File: config.mk
export PLATFORM = sky130hd
export DESIGN_NAME = hidden_cpu_feeder
export DESIGN_NICKNAME = d
export VERILOG_FILES = /design/src/rtl/hidden_cpu_feeder_pkg.sv /design/src/rtl/hidden_cpu_feeder_prog_mem.sv /design/src/rtl/hidden_cpu_feeder.sv
export SDC_FILE = /design/constraint.sdc
export NUM_CORES = 1
export LEC_CHECK = 0
export ABC_AREA = 1
export CAP_MARGIN = 15
export CELL_PAD_IN_SITES_DETAIL_PLACEMENT = 1
export CELL_PAD_IN_SITES_GLOBAL_PLACEMENT = 1
export CORE_MARGIN = 2
export CORE_UTILIZATION = 35
export CTS_CLUSTER_SIZE = 8
export DETAILED_ROUTE_END_ITERATION = 12
export PLACE_DENSITY_LB_ADDON = 0.1
export SYNTH_ARGS = -nofsm -noshare
export SYNTH_HDL_FRONTEND = slang
export SYNTH_HIERARCHICAL = 1
export SYNTH_SLANG_ARGS = --single-unit
File: constraint.sdc
create_clock -name clk -period 2.51 [get_ports clk]
set_clock_uncertainty 0.05 [all_clocks]
set_input_delay 0.3765 -clock clk [delete_from_list [all_inputs] [get_ports clk]]
set_output_delay 0.3765 -clock clk [all_outputs]
set_load 0.1 [all_outputs]
File: src/rtl/hidden_cpu_feeder_pkg.sv
// hidden_cpu_feeder_pkg: shared FSM/phase types, pin-bus bit positions and opcode codes
package hidden_cpu_feeder_pkg;
   typedef enum logic [2:0] {S_IDLE, S_LOAD, S_RST_CPU, S_RUN, S_DRAIN, S_DONE} state_e;
   typedef enum logic {PH_A = 1'b0, PH_B = 1'b1} phase_e;
   localparam int CLK_BIT = 0;
   localparam int RST_BIT = 1;
   localparam int INSTR_LSB = 2;
   localparam int INSTR_W = 6;
   localparam logic [1:0] OPC_0 = 2'd0;
   localparam logic [1:0] OPC_1 = 2'd1;
   localparam logic [1:0] OPC_2 = 2'd2;
   localparam logic [1:0] OPC_3 = 2'd3;
endpackage

File: src/rtl/hidden_cpu_feeder_prog_mem.sv
// feeder_prog_mem: program store, synchronous write and asynchronous read
module feeder_prog_mem
   import hidden_cpu_feeder_pkg::*;
#(
   parameter int DEPTH = 16,
   parameter int ADDR_W = 4
) (
   input  logic               clk,
   input  logic               we,
   input  logic [ADDR_W-1:0]  waddr,
   input  logic [INSTR_W-1:0] wdata,
   input  logic [ADDR_W-1:0]  raddr,
   output logic [INSTR_W-1:0] rdata
);
   logic [INSTR_W-1:0] mem [DEPTH];
   always_ff @(posedge clk) if (we) mem[waddr] <= wdata;
   assign rdata = mem[raddr];
endmodule

File: src/rtl/hidden_cpu_feeder.sv
// hidden_cpu_feeder: loads a program, clocks/resets the hidden CPU over its pin bus and streams results back.
// Define PC_TRACK_EN to fetch from the CPU's reported pc instead of a sequential pointer.
module hidden_cpu_feeder
   import hidden_cpu_feeder_pkg::*;
#(
   parameter int DEPTH = 16,
   parameter int ADDR_W = 4,
   parameter int RST_CYCLES = 2
) (
   input  logic       clk,
   input  logic       rst,
   input  logic       load_valid,
   output logic       load_ready,
   input  logic [5:0] load_data,
   input  logic       load_last,
   input  logic       start,
   input  logic       stop,
   output logic       busy,
   output logic       done,
   output logic [7:0] cpu_io_in,
   input  logic [7:0] cpu_io_out,
   output logic [7:0] result,
   output logic       result_valid
);
   localparam int CNT_W = ADDR_W + 2;
   state_e state_q, state_d;
   phase_e ph_q, ph_d;
   logic [ADDR_W-1:0] wptr_q, wptr_d, addr_q, addr_d, waddr, raddr;
   logic [ADDR_W:0] len_q, len_d;
   logic [CNT_W-1:0] cnt_q, cnt_d;
   logic [INSTR_W-1:0] instr_q, instr_d, rdata, pin_instr;
   logic [7:0] result_q, result_d;
   logic result_valid_q, result_valid_d, first_q, first_d, stop_q, stop_d;
   logic idle_like, beat, we, last_step;

   feeder_prog_mem #(.DEPTH(DEPTH), .ADDR_W(ADDR_W)) u_mem (
      .clk(clk), .we(we), .waddr(waddr), .wdata(load_data), .raddr(raddr), .rdata(rdata)
   );

   assign idle_like = state_q == S_IDLE || state_q == S_DONE;
   assign load_ready = idle_like || state_q == S_LOAD;
   assign beat = load_valid && load_ready;
   assign waddr = idle_like ? '0 : wptr_q;
   assign busy = state_q == S_RST_CPU || state_q == S_RUN || state_q == S_DRAIN;
   assign done = state_q == S_DONE;
   assign result = result_q;
   assign result_valid = result_valid_q;
`ifdef PC_TRACK_EN
   assign raddr = cpu_io_out[ADDR_W-1:0];
   assign last_step = {1'b0, addr_q} + 1'b1 >= len_q || cnt_q == CNT_W'(4*DEPTH-1);
`else
   assign raddr = cnt_q[ADDR_W-1:0];
   assign last_step = {1'b0, addr_q} + 1'b1 >= len_q;
`endif
   // instruction is live from memory in phase A and held through phase B
   assign pin_instr = state_q != S_RUN ? '0 : ph_q == PH_A ? rdata : instr_q;
   assign cpu_io_in[7:INSTR_LSB] = pin_instr;
   assign cpu_io_in[RST_BIT] = state_q == S_RST_CPU;
   assign cpu_io_in[CLK_BIT] = (state_q == S_RST_CPU || state_q == S_RUN) && ph_q == PH_B;

   always_comb begin
      state_d = state_q;
      ph_d = PH_A;
      wptr_d = wptr_q;
      len_d = len_q;
      cnt_d = cnt_q;
      addr_d = addr_q;
      instr_d = instr_q;
      result_d = result_q;
      result_valid_d = 1'b0;
      first_d = first_q;
      stop_d = stop_q;
      we = 1'b0;
      if (beat) begin
         we = 1'b1;
         wptr_d = waddr + 1'b1;
         state_d = S_LOAD;
         if (load_last || waddr == ADDR_W'(DEPTH-1)) begin
            state_d = S_IDLE;
            len_d = {1'b0, waddr} + 1'b1;
         end
      end else if (start && idle_like) begin
         state_d = len_q == '0 ? S_DONE : S_RST_CPU;
         cnt_d = '0;
      end
      case (state_q)
         S_RST_CPU: begin
            ph_d = ph_q == PH_A ? PH_B : PH_A;
            cnt_d = ph_q == PH_B ? cnt_q + 1'b1 : cnt_q;
            if (ph_q == PH_B && cnt_q == CNT_W'(RST_CYCLES-1)) begin
               state_d = S_RUN;
               cnt_d = '0;
               first_d = 1'b1;
               stop_d = 1'b0;
            end
         end
         S_RUN: begin
            ph_d = ph_q == PH_A ? PH_B : PH_A;
            if (ph_q == PH_A) begin
               addr_d = raddr;
               instr_d = rdata;
               first_d = 1'b0;
               stop_d = stop;
               result_d = first_q ? result_q : cpu_io_out;
               result_valid_d = !first_q;
            end else begin
               cnt_d = cnt_q + 1'b1;
               state_d = stop || stop_q || last_step ? S_DRAIN : S_RUN;
            end
         end
         S_DRAIN: begin
            result_d = cpu_io_out;
            result_valid_d = 1'b1;
            state_d = S_DONE;
         end
         default: ;
      endcase
   end

   always_ff @(posedge clk) begin
      if (rst) begin
         state_q <= S_IDLE;
         ph_q <= PH_A;
         wptr_q <= '0;
         len_q <= '0;
         cnt_q <= '0;
         addr_q <= '0;
         instr_q <= '0;
         result_q <= '0;
         result_valid_q <= 1'b0;
         first_q <= 1'b0;
         stop_q <= 1'b0;
      end else begin
         state_q <= state_d;
         ph_q <= ph_d;
         wptr_q <= wptr_d;
         len_q <= len_d;
         cnt_q <= cnt_d;
         addr_q <= addr_d;
         instr_q <= instr_d;
         result_q <= result_d;
         result_valid_q <= result_valid_d;
         first_q <= first_d;
         stop_q <= stop_d;
      end
   end
endmodule

==> reports/qor.csv <==
metric;value;unit
ys_types;28;
rrSetupSlack;0.24;ns
rsz0062_at_grt;yes;
ios;40;
clock.fmax;405;MHz
drt_iter0_markers;292;
yosys.area.top_type;edfxtp_1;
hold_viol_final;0;
synth_ff_type;edfxtp_1;
yosysMostFrequentCell;nand2_1;
ctsLongestPathBuffers;2;
async_flop_share;0;
grt_usage;0.216;
finish.utilization;0.462;
cp_max_fo;15;
seq_area;3690;sq um
cts_tree;built;
maxCapViolCount;0;
ant_nets;0;
ctsRootBufferMaster;clkbuf_16;
synth_enable_flop_cells;96;
grt_pass1_wl;30.1;mm
yosys_register_bits;136;
rows;48;
min_period;2.47;ns
drc_errors;0;
fp.coreArea;17400;sq um
status;finished clean;
io_buffers;39;
synth.avg_cell_area;8.79;sq um
htreeDepth;4;
areaGrowthSynthToFinish;28.6;%
die_x;137;microns
routedWlPerCell;18.1;microns
max-vdd-ir-drop;0.551;mV
cts_hold_buf;0;
die_y;137;microns
cts_inserted_buffers;17;
totalWireLength;18.6;mm
place.gp.congestion;0.859;
dp_hpwl;13.0;mm
finalWorstSetupSlack;0.0416;ns
die-area;18900;sq um
firstDrtPassIters;4;
multiInputGateArea;2100;sq um
dp_slack;0.0227;ns
netlist_top_cells_count;nand2_1 (188), inv_1 (121), edfxtp_1 (96);
path_clk_slew;0.06;ns
syn_area;6230;sq um
n_fill_cell;1974;
antenna_found_initial;0;
final-max-slew-violation-count;0;
power.density;892;nW/um^2
grt_pass1_vias;5515;
critPathCaptureType;output pin;
clock-sinks;136;
period_share;0.983;
start_kind;flip-flop;
clock_latency;0.43;ns
synth_nets;738;
setup_viol;0;
num_antenna_cells;0;
vias;5050;
syn_inst;709;
seq_area_frac_synth;0.591;
ys_warn_count;6;
fin_nets;817;
initial_core_util;0.359;
finalSetupTns;0;ns
slew_headroom;0.513;
grt_start_max_net_pins;32;
crit_arrival;2.04;ns
viasPerCell;4.92;
hp-class;reg -> reg;
worst_pin_slew;0.728;ns
yosys-top-cells-area;edfxtp_1 (46%), dfxtp_1 (13%), nand2_1 (11%);
grt_remaining_overflow;0;
p_leak;3.47;nW
drive_gt1_frac;0.191;
worstSetupPathType;reg -> out;
crit_required;2.08;ns
netlist.area_leader.share;0.463;
## placed cells by master, fill, tap and decap left out, drive strengths merged, types with 19 or more instances in the layout
master and instances:
nand2 191, inv 126, edfxtp 96, nand3 92
buf 62, nor2 57, dfxtp 40, a21oi 30
o21ai 23, clkdlybuf4s50 19
## power breakdown
group / internal (W) / switching, W
logic: 0.000491 / 0.00144
clock network: 0.00155 / 0.000943
registers: 0.00261 / 0.000117
total: 0.00465 / 0.00250
## worst max-delay path, stage by stage, from the launching register on
cell	delay [ns]
dfxtp_4	0.40
buf_6	0.13
buf_12	0.13
nand2_1	0.06
nand3_1	0.10
nand3_1	0.12
nand3_2	0.11
nand2_1	0.09
a22oi_2	0.24
inv_2	0.07
buf_12	0.17
## sequential cells by signal, summed over array words and instances (netlist names), 3 cells and up
| name | cells |
|---|---|
| result | 8 |
| wptr_q | 4 |
| cnt_q | 6 |
| addr_q | 4 |
| instr_q | 6 |
| u_mem/mem | 96 |
| state_q | 3 |
| len_q | 5 |
## logic make-up after synthesis
logic type               share of synthesized area
AND/OR/NAND/NOR                              0.238
buffers and inverters                       0.0948
AO/OA/AOI/OAI                               0.0542
flip-flops                                   0.591
XOR/XNOR                                   0.00422
adder cells (fa/ha/maj)                     0.0181
## repair_timing
action                     in CTS  in global routing
pin swaps                       9                  5
hold endpoints to repair        0                  0
buffers inserted               15                  4
cloned                          2                  0
gates resized for setup        37                 24
setup endpoints to repair       6                 47
## metrics by stage
step / cell area (sq um) / hold slack [ns] / instances / power (W)
global placement: 7040 / 0.401 / 974 / 0.00462
floorplan: 6230 / 0.388 / 709 / 0.00405
detailed placement: 7040 / 0.411 / 974 / 0.00466
global route: 8010 / 0.445 / 1026 / 0.00746
finish: 8010 / 0.415 / 1026 / 0.00715
CTS: 7940 / 0.420 / 1023 / 0.00720
## layer usage
metal,share of wire,track usage
met5,0,0
met4,0.024,0.0876
met2,0.50,0.369
met3,0.030,0.0401
met1,0.45,0.268
## path summary, 6_finish.rpt
| kind | start | to | depth (start not counted) |
|---|---|---|---|
| setup reg to reg | state_q[1] | u_mem/mem[2][4] | 9 |
| setup / recovery | cnt_q[0] | cpu_io_in[5] | 10 |
| hold / removal | stop_q | stop_q | 2 |
| hold reg to reg | stop_q | stop_q | 2 |
## area by class of cell
type | instances | area share
flip-flops and latches | 136 | 0.461
multi-input cells | 424 | 0.263
repair buffers | 81 | 0.106
inverters | 127 | 0.0614
clock buffers | 18 | 0.0536
well taps | 225 | 0.0351
clock inverters | 14 | 0.0195
repair inverters | 1 | 0.000937
Note: power is estimated with default switching activity, not from simulation.
